[src/rtl/uart_rx_buffer.sv]
// uart_rx_buffer
//   Receive front end for the command parser. The rx pin is brought into the
//   clock domain through a two-flop synchroniser, 8N1 frames are deserialised
//   LSB first, and each good byte is queued in a first-word-fall-through FIFO
//   that the parser drains at its own pace.
//
// Ports
//   clk          system clock, rising edge
//   reset        asynchronous, active-low reset
//   rx           serial input, idles high
//   read         pop the head entry; ignored while empty
//   read_data    FIFO head, valid whenever empty==0
//   empty        FIFO holds no entries
//   full         FIFO holds BUFFER_SIZE entries
//   count        current occupancy
//   frame_error  1-cycle pulse: stop bit sampled low, byte discarded
//   overflow     1-cycle pulse: byte dropped because the FIFO was full
module uart_rx_buffer #(
    parameter int CLK_FREQ     = 25000000,
    parameter int BIT_RATE     = 115200,
    parameter int PAYLOAD_BITS = 8,
    parameter int BUFFER_SIZE  = 8
) (
    input  logic                           clk,
    input  logic                           reset,
    input  logic                           rx,
    input  logic                           read,
    output logic [PAYLOAD_BITS-1:0]        read_data,
    output logic                           empty,
    output logic                           full,
    output logic [$clog2(BUFFER_SIZE):0]   count,
    output logic                           frame_error,
    output logic                           overflow
);

    localparam int CPB    = CLK_FREQ / BIT_RATE;
    localparam int HALF   = CPB / 2;
    localparam int TICK_W = $clog2(CPB) + 1;
    localparam int BIT_W  = $clog2(PAYLOAD_BITS) + 1;
    localparam int PTR_W  = $clog2(BUFFER_SIZE);
    localparam int CNT_W  = PTR_W + 1;

    localparam logic [TICK_W-1:0] TICK_HALF = TICK_W'(HALF - 1);
    localparam logic [TICK_W-1:0] TICK_FULL = TICK_W'(CPB - 1);
    localparam logic [BIT_W-1:0]  BIT_LAST  = BIT_W'(PAYLOAD_BITS - 1);
    localparam logic [CNT_W-1:0]  CNT_FULL  = CNT_W'(BUFFER_SIZE);
    localparam logic [CNT_W-1:0]  CNT_ONE   = CNT_W'(1);

    typedef enum logic [1:0] {IDLE, START, DATA, STOP} state_t;

    state_t                  state, state_nx;
    logic [TICK_W-1:0]       tick, tick_nx;
    logic [BIT_W-1:0]        bit_cnt, bit_nx;
    logic                    rx_p0, rx_p1;
    logic                    shift_en;
    logic [PAYLOAD_BITS-1:0] shift_p0;
    logic                    byte_vld_nx, byte_vld_p0;
    logic                    ferr_nx;

    logic [PAYLOAD_BITS-1:0] mem [BUFFER_SIZE];
    logic [PTR_W-1:0]        wr_ptr, rd_ptr, rd_ptr_inc;
    logic [CNT_W-1:0]        count_nx;
    logic [PAYLOAD_BITS-1:0] rd_data_nx;
    logic                    do_pop, do_push, ovf_nx;

    // ---- stage: rx synchroniser (rx_p1 lags rx by two cycles) ----
    always_ff @(posedge clk or negedge reset) begin
        if (!reset) begin
            rx_p0 <= 1'b1;
            rx_p1 <= 1'b1;
        end else begin
            rx_p0 <= rx;
            rx_p1 <= rx_p0;
        end
    end

    // ---- stage: frame FSM ----
    always_ff @(posedge clk or negedge reset) begin
        if (!reset) begin
            state       <= IDLE;
            tick        <= '0;
            bit_cnt     <= '0;
            byte_vld_p0 <= 1'b0;
            frame_error <= 1'b0;
        end else begin
            state       <= state_nx;
            tick        <= tick_nx;
            bit_cnt     <= bit_nx;
            byte_vld_p0 <= byte_vld_nx;
            frame_error <= ferr_nx;
        end
    end

    always_comb begin
        state_nx    = state;
        tick_nx     = tick + 1'b1;
        bit_nx      = bit_cnt;
        shift_en    = 1'b0;
        byte_vld_nx = 1'b0;
        ferr_nx     = 1'b0;
        case (state)
            IDLE: begin
                tick_nx = '0;
                bit_nx  = '0;
                if (!rx_p1) state_nx = START;
            end
            START: begin
                // Re-check the line half a bit in; a high level means the
                // falling edge was a glitch and is dropped silently.
                if (tick == TICK_HALF) begin
                    tick_nx  = '0;
                    state_nx = rx_p1 ? IDLE : DATA;
                end
            end
            DATA: begin
                if (tick == TICK_FULL) begin
                    tick_nx  = '0;
                    shift_en = 1'b1;
                    if (bit_cnt == BIT_LAST) begin
                        bit_nx   = '0;
                        state_nx = STOP;
                    end else begin
                        bit_nx = bit_cnt + 1'b1;
                    end
                end
            end
            STOP: begin
                // Leaving at mid-stop-bit lets IDLE catch a start bit that
                // follows immediately.
                if (tick == TICK_FULL) begin
                    tick_nx  = '0;
                    state_nx = IDLE;
                    if (rx_p1) byte_vld_nx = 1'b1;
                    else       ferr_nx     = 1'b1;
                end
            end
            default: state_nx = IDLE;
        endcase
    end

    // Shift register holds the byte until it is pushed; it is not touched
    // again until the next frame's first data sample.
    always_ff @(posedge clk) begin
        if (shift_en) shift_p0 <= {rx_p1, shift_p0[PAYLOAD_BITS-1:1]};
    end

    // ---- stage: FWFT FIFO ----
    assign empty      = (count == '0);
    assign full       = (count == CNT_FULL);
    assign rd_ptr_inc = rd_ptr + 1'b1;

    always_comb begin
        do_pop  = read && !empty;
        // A pop in the same cycle frees the slot, so a full FIFO still accepts.
        do_push = byte_vld_p0 && (!full || do_pop);
        ovf_nx  = byte_vld_p0 && full && !read;

        count_nx = count;
        if (do_push && !do_pop)      count_nx = count + 1'b1;
        else if (do_pop && !do_push) count_nx = count - 1'b1;

        // Head register: next stored entry after a pop, or the incoming byte
        // when it becomes the only entry.
        rd_data_nx = read_data;
        if (do_pop) begin
            if (count != CNT_ONE)  rd_data_nx = mem[rd_ptr_inc];
            else if (do_push)      rd_data_nx = shift_p0;
        end else if (do_push && empty) begin
            rd_data_nx = shift_p0;
        end
    end

    always_ff @(posedge clk or negedge reset) begin
        if (!reset) begin
            wr_ptr    <= '0;
            rd_ptr    <= '0;
            count     <= '0;
            read_data <= '0;
            overflow  <= 1'b0;
        end else begin
            if (do_push) wr_ptr <= wr_ptr + 1'b1;
            if (do_pop)  rd_ptr <= rd_ptr_inc;
            count     <= count_nx;
            read_data <= rd_data_nx;
            overflow  <= ovf_nx;
        end
    end

    always_ff @(posedge clk) begin
        if (do_push) mem[wr_ptr] <= shift_p0;
    end

endmodule
[config.mk]
export PLATFORM = sky130hd
export DESIGN_NAME = uart_rx_buffer
export DESIGN_NICKNAME = d
export VERILOG_FILES = /design/src/rtl/uart_rx_buffer.sv
export SDC_FILE = /design/constraint.sdc
export NUM_CORES = 1
export LEC_CHECK = 0
export ABC_CLOCK_PERIOD_IN_PS = 2650
export CAP_MARGIN = 5
export CORE_UTILIZATION = 42
export DETAILED_ROUTE_END_ITERATION = 10
export GPL_ROUTABILITY_DRIVEN = 0
export SLEW_MARGIN = 10
export SYNTH_ARGS = -nofsm -noshare
export SYNTH_HDL_FRONTEND = slang
export SYNTH_SLANG_ARGS = --single-unit
export TNS_END_PERCENT = 30
[constraint.sdc]
create_clock -name clk -period 2.65 [get_ports clk]
set_clock_uncertainty 0.2 [all_clocks]
set_input_delay 0.53 -clock clk [delete_from_list [all_inputs] [get_ports clk]]
set_output_delay 0.53 -clock clk [all_outputs]
set_load 0.005 [all_outputs]
Yosys cells after proc, flatten, opt, wreduce, memory -nomap -nowiden:

Memory sizes are Yosys's and may differ from the RTL's.
Index checks and enable logic that the tools add are counted.

* register bits after elaboration: 46
* input bits: 4
* RAM bits: 64
* logic and storage cells: 85
* output and inout port bits: 16
* memories: 1

Memories
* mem: words 8, width 8, rd ports 1, clocked after Yosys merged registers in 0, wr ports 1, line 60 `logic [PAYLOAD_BITS-1:0] mem [BUFFER_SIZE];`

* mux-type cells: 29
* equal/unequal tests: 14
* reduce and logical (&&, ||, !) cells: 22
* add/sub/neg operators: 6

Operators by type and width (count)
* $mux 8: 4
* $pmux 9 s3: 1
* $mux 9: 2
* $mux 4: 4
* $mux 2: 6
* $mux 1: 10
* $ne 2x2->1 const B: 5
* $add 9x1->9 const B: 1
* $eq 9x7->1 const B: 1
* $eq 9x8->1 const B: 1
* $add 4x1->4 const B: 2
* $pmux 2 s4: 1
* $pmux 4 s2: 1
* $logic_and 1x1->1: 7
* $add 3x1->3 const B: 2
* $reduce_bool 2->1: 3
* $logic_not 1->1: 5
* $reduce_and 5->1: 1
* $eq 2x2->1 const B: 2
* $eq 4x3->1 const B: 1
* $eq 4x4->1 const B: 1
* $logic_not 4->1: 1
* $ne 4x1->1 const B: 1
* $reduce_and 2->1: 2
* other kinds (6): 6

Longest topological paths before layout:

Gate-level depths: netlist of run 1.

* depth in word-level cells: 9
* gate-level depth with buffers: 8
* depth with buffers taken out: 7

Worst setup path after synthesis of run 1:

No wires, ideal clock.

* kind: reg-to-reg
* start: register count[1]
* end: memory mem[0][0], enable pin
* path buffers: 0
* path slack: 0.139 ns
* cell stages (with the launch flop): 6
* arrival time: 1.916 ns
* setup time: 0.395 ns
* data required time: 2.055 ns
* period minus slack after synthesis: 2.511 ns
* cell sequence: dfrtp_1 > inv_1 > ha_1 > nand3b_1 > o21ai_1 > nor4_1

* longest elaborated chain between the ends: 7
* elaborated cells on any way between the ends: 9
* those cells by class: eq/ne: 1; mux: 2; reduce/logical: 6

Ends and longest elaborated chain
* start: declaration: line 31 `output logic [$clog2(BUFFER_SIZE):0] count,`
* start signal: assignment: line 183 `count <= count_nx;`
* $logic_not 4->1: line 148 `assign empty = (count == '0);`
* $logic_not 1->1: line 153 `do_pop = read && !empty;`
* $logic_and 1x1->1: line 153
* $logic_or 1x1->1 *: line 155 `do_push = byte_vld_p0 && (!full || do_pop);`
* $logic_and 1x1->1 *: line 155
* $mux 1 *: line 190 `if (do_push) mem[wr_ptr] <= shift_p0;`
* $mux 1 (implied by the code) *: line 190
* end: declaration: line 60

Mark *: on every way between the ends. The rest lies on a longest branch, timed or not.

Worst setup path in the final report of run 1:

* start: register count[1]
* end: output empty

* longest elaborated chain between the ends: 1

Ends and longest elaborated chain
* $logic_not 4->1: line 148
* end: declaration: line 29 `output logic empty,`

Every way passes these cells.

==> results of run 1 <==
sequential cells by signal, summed over array words and instances (netlist names), named ones only:
name         flops
mem             64
tick             9
read_data        8
shift_p0         8
bit_cnt          4
count            4
rd_ptr           3
wr_ptr           3
byte_vld_p0      1
frame_error      1
overflow         1
rx_p0            1
rx_p1            1
state            1
layout make-up:
class                   instances  share of cell area
inverters                      18              0.0121
clock buffers                  10              0.0411
clock inverters                 6              0.0164
repair buffers                 40              0.0640
flip-flops and latches        110               0.559
multi-input cells             179               0.276
well taps                     140              0.0314
synth_stat cells, drive strengths merged, types with 5 or more instances:
library cell,instances
xor2,7
nand2,16
xnor2,6
edfxtp,72
buf,8
o21ai,6
ha,8
mux4,8
nand3,5
mux2i,41
inv,18
mux2,10
nor3,10
dfrtp,36
nor2,16
cell families after synthesis:
logic type | count (synthesis) | synth area share
AND/OR/NAND/NOR | 72 | 0.0772
buffers and inverters | 30 | 0.0338
adder cells (fa/ha/maj) | 8 | 0.0208
multiplexers | 59 | 0.153
XOR/XNOR | 13 | 0.0276
AO/OA/AOI/OAI | 27 | 0.0403
flip-flops | 110 | 0.647
report_power, final:
group          internal (mW)  switching (mW)
Sequential              1.93          0.0677
Combinational           1.11           0.861
Clock                  0.836           0.599
worst max-delay path: stages (launching register included):
cell and delay (ns):
sky130_fd_sc_hd__dfrtp_1 0.38, sky130_fd_sc_hd__inv_1 0.08, sky130_fd_sc_hd__ha_2 0.18, sky130_fd_sc_hd__or3b_4 0.39, sky130_fd_sc_hd__inv_2 0.08, sky130_fd_sc_hd__dlygate4sd2_1 0.23
routing by layer:
layer	global-route usage	share of wire	vias to the layer above
met5	0	0	-
met4	0.0521	0.014	0
met3	0.0400	0.038	13
met2	0.225	0.46	45
met1	0.206	0.49	1249
li1	-	-	1267
metrics by stage:
| step | std cells | hold WS [ns] | utilization |
|---|---|---|---|
| floorplan | 319 | 0.0344 | - |
| global placement | 484 | 0.146 | 0.476 |
| detailed placement | 484 | 0.147 | 0.476 |
| CTS | 501 | 0.140 | 0.506 |
| global route | 503 | 0.161 | 0.508 |
| finish | 503 | 0.105 | 0.508 |
timing repair:
action,4_1_cts,5_1_grt
setup endpoints to repair,1,1
resized for setup,4,1
endpoints found under the hold margin,0,0
setup buffers,1,2
pin swaps,0,0
final timing paths:
path	endpoint	slack (ns)	depth (start not counted)
max	empty	0.25	5
min	tick[3]	0.11	1
max reg2reg	read_data[5]	0.38	5
min reg2reg	rx_p1	0.16	0
max in group asynchronous	read_data[4]	1.59	1
min in group clk	rx_p1	0.16	0
==> impl_metrics.csv, run 1 <==
group,metric,value,unit
yosys,synth_sequential_area_ratio,0.647,
yosys,postSynthNetCount,331,
final_layout,postLayoutCellArea,5580,um2
yosys,netlist_instances,319,
drt,firstDrtPassIters,4,
setup_path,crit-reg2reg-launch,"rd_ptr[0]",
cts,clk_pin_slew,0.07,ns
setup_path,cp_data_arrival_time,1.67,ns
final_layout,fill_cells,901,
min_path,holdCritPathClass,"in -> async",
final_layout,layout.cells.most_common_list,"sky130_fd_sc_hd__edfxtp_1, sky130_fd_sc_hd__mux2i_1, sky130_fd_sc_hd__dfrtp_1",
cts,number_of_hold_buffers_added_after_cts,0,
yosys,synth_enable_flop_cells,72,
yosys,post_synth_instance_area,4810,um2
timing,timing.setup.tns,0,ns
final_layout,mostFrequentLayoutCell,"sky130_fd_sc_hd__edfxtp_1",
drt,routed_wl,7980,um
setup_path,critical_path.startpoint_type,"flop",
final_layout,register_area,3120,um2
yosys,synth_largest_type_area_fraction,0.449,
cts,ctsRootBufferMaster,"sky130_fd_sc_hd__clkbuf_16",
cts,numClockSinks,110,
setup_path,criticalPathCategory,"reg -> out",
timing,achievable-frequency,416,MHz
setup_path,critPathLaunch,"count[1]",
cts,cts_tree,"yes",
place,dpl_cell_area,5230,um2
floorplan,num_io_pins,20,
floorplan,start_util,0.438,
floorplan,floorplan.die_area,11900,um2
yosys,synth-seq-cells,110,
timing,fin_crit,2.40,ns
yosys,postSynthAreaPerCell,15.1,um2
yosys,synth_area_leaders,"sky130_fd_sc_hd__edfxtp_1, sky130_fd_sc_hd__dfrtp_1, sky130_fd_sc_hd__mux2i_1",
global_routing,largest_net_degree_at_the_start_of_global_routing,39,
setup_path,crit_required,1.92,ns
final_layout,multi_input_comb_area,1540,um2
global_routing,vias_in_the_first_global_route,2468,
cts,clk_path_buf_depth,2,
cts,numCtsBuffers,9,
job,cap_violations,0,
timing,final.setup.worst_slack,0.248,ns
drt,post_drt_via_cell_ratio,5.12,
place,hpwl,5390,um
drt,route.detailed.wl_per_inst,15.9,um
setup_path,critical_path.endpoint_type,"output pin",
global_routing,gr-total-overflow,0,
timing,setup_violation_total_in_the_final_timing_report,0,
timing,rsz0062_at_grt,"no",
drt,num_vias,2574,
floorplan,floorplan.core_area,11000,um2
pwr,total_power_density_per_cell_area,969,nW/um2
yosys,netlist.top_cell.by_area,"sky130_fd_sc_hd__edfxtp_1",
place,place_worst_setup_slack,0.120,ns
drt,dr.first_iter.drc_count,127,
pwr,cellLeakagePower,2.19,nW
yosys,dominantRegCellSynth,"sky130_fd_sc_hd__edfxtp_1",
floorplan,rows,38,
timing,finalHoldViolCount,0,
yosys,synth-async-reset-ratio,0.345,
run_status,run_status,"finished clean",
final_layout,area_delta_synth_final,15.8,%
timing,timing_worst_slew_pin_value,0.886,ns
timing,min_period_over_period,0.907,
global_routing,grt_antenna_before_repair,0,
final_layout,insertedDiodeCount,0,
floorplan,dieHeight,109,um
final_layout,layout.nets,370,
setup_path,worstPathMaxFanout,3,
cts,insertion_delay,0.35,ns
timing,final-max-slew-violation-count,0,
pwr,power,5.40,mW
pwr,ir_worst_vdd,684,uV
place,port-buffer-count,19,
drt,drcViolationCount,0,
cts,htree_levels,3,
global_routing,global_route.usage.total,0.149,
final_layout,layout-drive-gt1-share,0.152,
yosys,synthDistinctLibCells,52,
timing,slew-limit-headroom,0.410,
yosys,synth_warnings,0,
floorplan,chipWidth,109,um
global_routing,first_pass_grt_wire_length,13000,um
drt,final_antenna_net_count,0,
(Power assumes the default switching activity.)
==> run 2, diff against run 1 <==
Settings changed: ABC_CLOCK_PERIOD_IN_PS 2650 to 2700.
Clock period 2.65 ns to 2.7 ns, I/O delays scaled along.
==> run 2 against run 1 <==
  * Setup slack worse by 0.16 ns
  * Clock power down 6%
  * Sequential power about the same
  * Register-to-register slack better by 0.02 ns
  * First-iteration DRC count down 2.4%
  * Flip-flop and latch count unchanged
  * Global-route usage about the same
  * Die area unchanged
  * Power down 3.6%
  * Utilization down 0.27 points
  * Via count down 0.19%
  * Non-clock buffer count down 1
  * Largest cell class unchanged
==> impl_metrics.csv, run 2 (synthesized netlist as in run 1, its figures left out) <==
group,metric,value,unit
run_status,run_status,"finished clean",
final_layout,layout-drive-gt1-share,0.155,
cts,insertion_delay,0.35,ns
floorplan,rows,38,
cts,clk_path_buf_depth,2,
final_layout,layout.cells.most_common_list,"sky130_fd_sc_hd__edfxtp_1, sky130_fd_sc_hd__mux2i_1, sky130_fd_sc_hd__dfrtp_1",
setup_path,crit_required,1.96,ns
global_routing,grt_antenna_before_repair,0,
timing,final-max-slew-violation-count,0,
pwr,total_power_density_per_cell_area,939,nW/um2
min_path,holdCritPathClass,"in -> async",
timing,fin_crit,2.62,ns
timing,rsz0062_at_grt,"no",
cts,numClockSinks,110,
drt,route.detailed.wl_per_inst,15.7,um
timing,achievable-frequency,382,MHz
setup_path,cp_data_arrival_time,1.88,ns
place,hpwl,5420,um
floorplan,chipWidth,109,um
timing,timing_worst_slew_pin_value,0.864,ns
drt,routed_wl,7890,um
final_layout,layout.nets,369,
final_layout,insertedDiodeCount,0,
drt,final_antenna_net_count,0,
timing,slew-limit-headroom,0.424,
setup_path,critical_path.endpoint_type,"output pin",
drt,num_vias,2569,
global_routing,met3_usage,0.0383,
place,numPlacedInstances,485,
drt,post_drt_via_cell_ratio,5.12,
job,cap_violations,0,
timing,setup_violation_total_in_the_final_timing_report,0,
cts,htree_levels,3,
timing,timing.setup.tns,0,ns
floorplan,start_util,0.438,
cts,number_of_hold_buffers_added_after_cts,0,
global_routing,global_route.usage.total,0.148,
final_layout,top_register,"mem",
cts,cts_tree,"yes",
timing,finalHoldViolCount,0,
global_routing,largest_net_degree_at_the_start_of_global_routing,39,
cts,numCtsBuffers,9,
final_layout,area_delta_synth_final,15.2,%
global_routing,gr-total-overflow,0,
setup_path,criticalPathCategory,"reg -> out",
drt,firstDrtPassIters,4,
floorplan,num_io_pins,20,
floorplan,floorplan.core_area,11000,um2
drt,drcViolationCount,0,
final_layout,layout_top_registers,"mem: 64 flops, tick: 9 flops",
global_routing,gr-max-usage-layer,"met2",
place,port-buffer-count,19,
global_routing,grt.met1_usage,0.206,
setup_path,critPathLaunch,"count[1]",
drt,dr.first_iter.drc_count,124,
final_layout,mostFrequentLayoutCell,"sky130_fd_sc_hd__edfxtp_1",
final_layout,largest_reg_flops,64,
timing,min_period_over_period,0.969,
pwr,cellLeakagePower,2.17,nW
pwr,ir_worst_vdd,700,uV
global_routing,first_pass_grt_wire_length,12900,um
cts,ctsRootBufferMaster,"sky130_fd_sc_hd__clkbuf_16",
global_routing,grt.met2_usage,0.221,
floorplan,floorplan.die_area,11900,um2
cts,clk_pin_slew,0.07,ns
pwr,power,5.21,mW
final_layout,layout.cells.non_filler,502,
global_routing,vias_in_the_first_global_route,2489,
setup_path,crit-reg2reg-launch,"rd_ptr[0]",
setup_path,worstPathMaxFanout,5,
setup_path,critical_path.startpoint_type,"flop",
floorplan,dieHeight,109,um
==> run 2: through the flow <==
stage	worst slack [ns]	utilization	cell area, um2	hold slack (ns)
floorplan	0.189	-	4810	0.0444
global placement	0.191	0.475	5220	0.146
detailed placement	0.155	0.475	5220	0.147
CTS	0.0230	0.504	5540	0.136
global route	0.0151	0.505	5550	0.166
finish	0.0850	0.505	5550	0.103
==> run 2: routing by layer <==
layer,part of all wire,vias to the layer above
li1,-,1270
met1,0.52,1261
met2,0.44,29
met3,0.027,9
met4,0.016,0
met5,0,-
==> run 2: repair_timing <==
item	in CTS	in global routing
buffers inserted	1	0
setup endpoints to repair	1	2
resized for setup	2	4
pin swaps	0	1
==> run 2: layout make-up <==
class | instances | area (um2)
clock buffers | 9 | 225
fillers | 927 | 5440
flip-flops and latches | 110 | 3120
repair buffers | 39 | 338
inverters | 18 | 70.1
multi-input cells | 179 | 1540
well taps | 140 | 175
clock inverters | 7 | 81.3
==> run 2: path summary, 6_finish.rpt <==
kind	endpoint	slack (ns)	cells after the start
hold reg to reg	rx_p1	0.16	0
max in group asynchronous	read_data[5]	1.65	1
hold / removal	tick[3]	0.10	1
min in group clk	rx_p1	0.16	0
setup reg to reg	read_data[3]	0.40	6
setup / recovery	full	0.08	6
==> run 2: critical path, cell delays in order, from the launching register on <==
cell and delay, ns:
sky130_fd_sc_hd__dfrtp_1 0.39, sky130_fd_sc_hd__inv_2 0.06, sky130_fd_sc_hd__ha_2 0.17, sky130_fd_sc_hd__buf_4 0.13
sky130_fd_sc_hd__nand3b_1 0.18, sky130_fd_sc_hd__inv_1 0.09, sky130_fd_sc_hd__clkdlybuf4s50_1 0.50
==> run 2: report_power, final <==
part           internal (mW)  switching [mW]
sequential              1.90          0.0690
clock                  0.733           0.609
combinational           1.07           0.835
total                   3.69            1.51
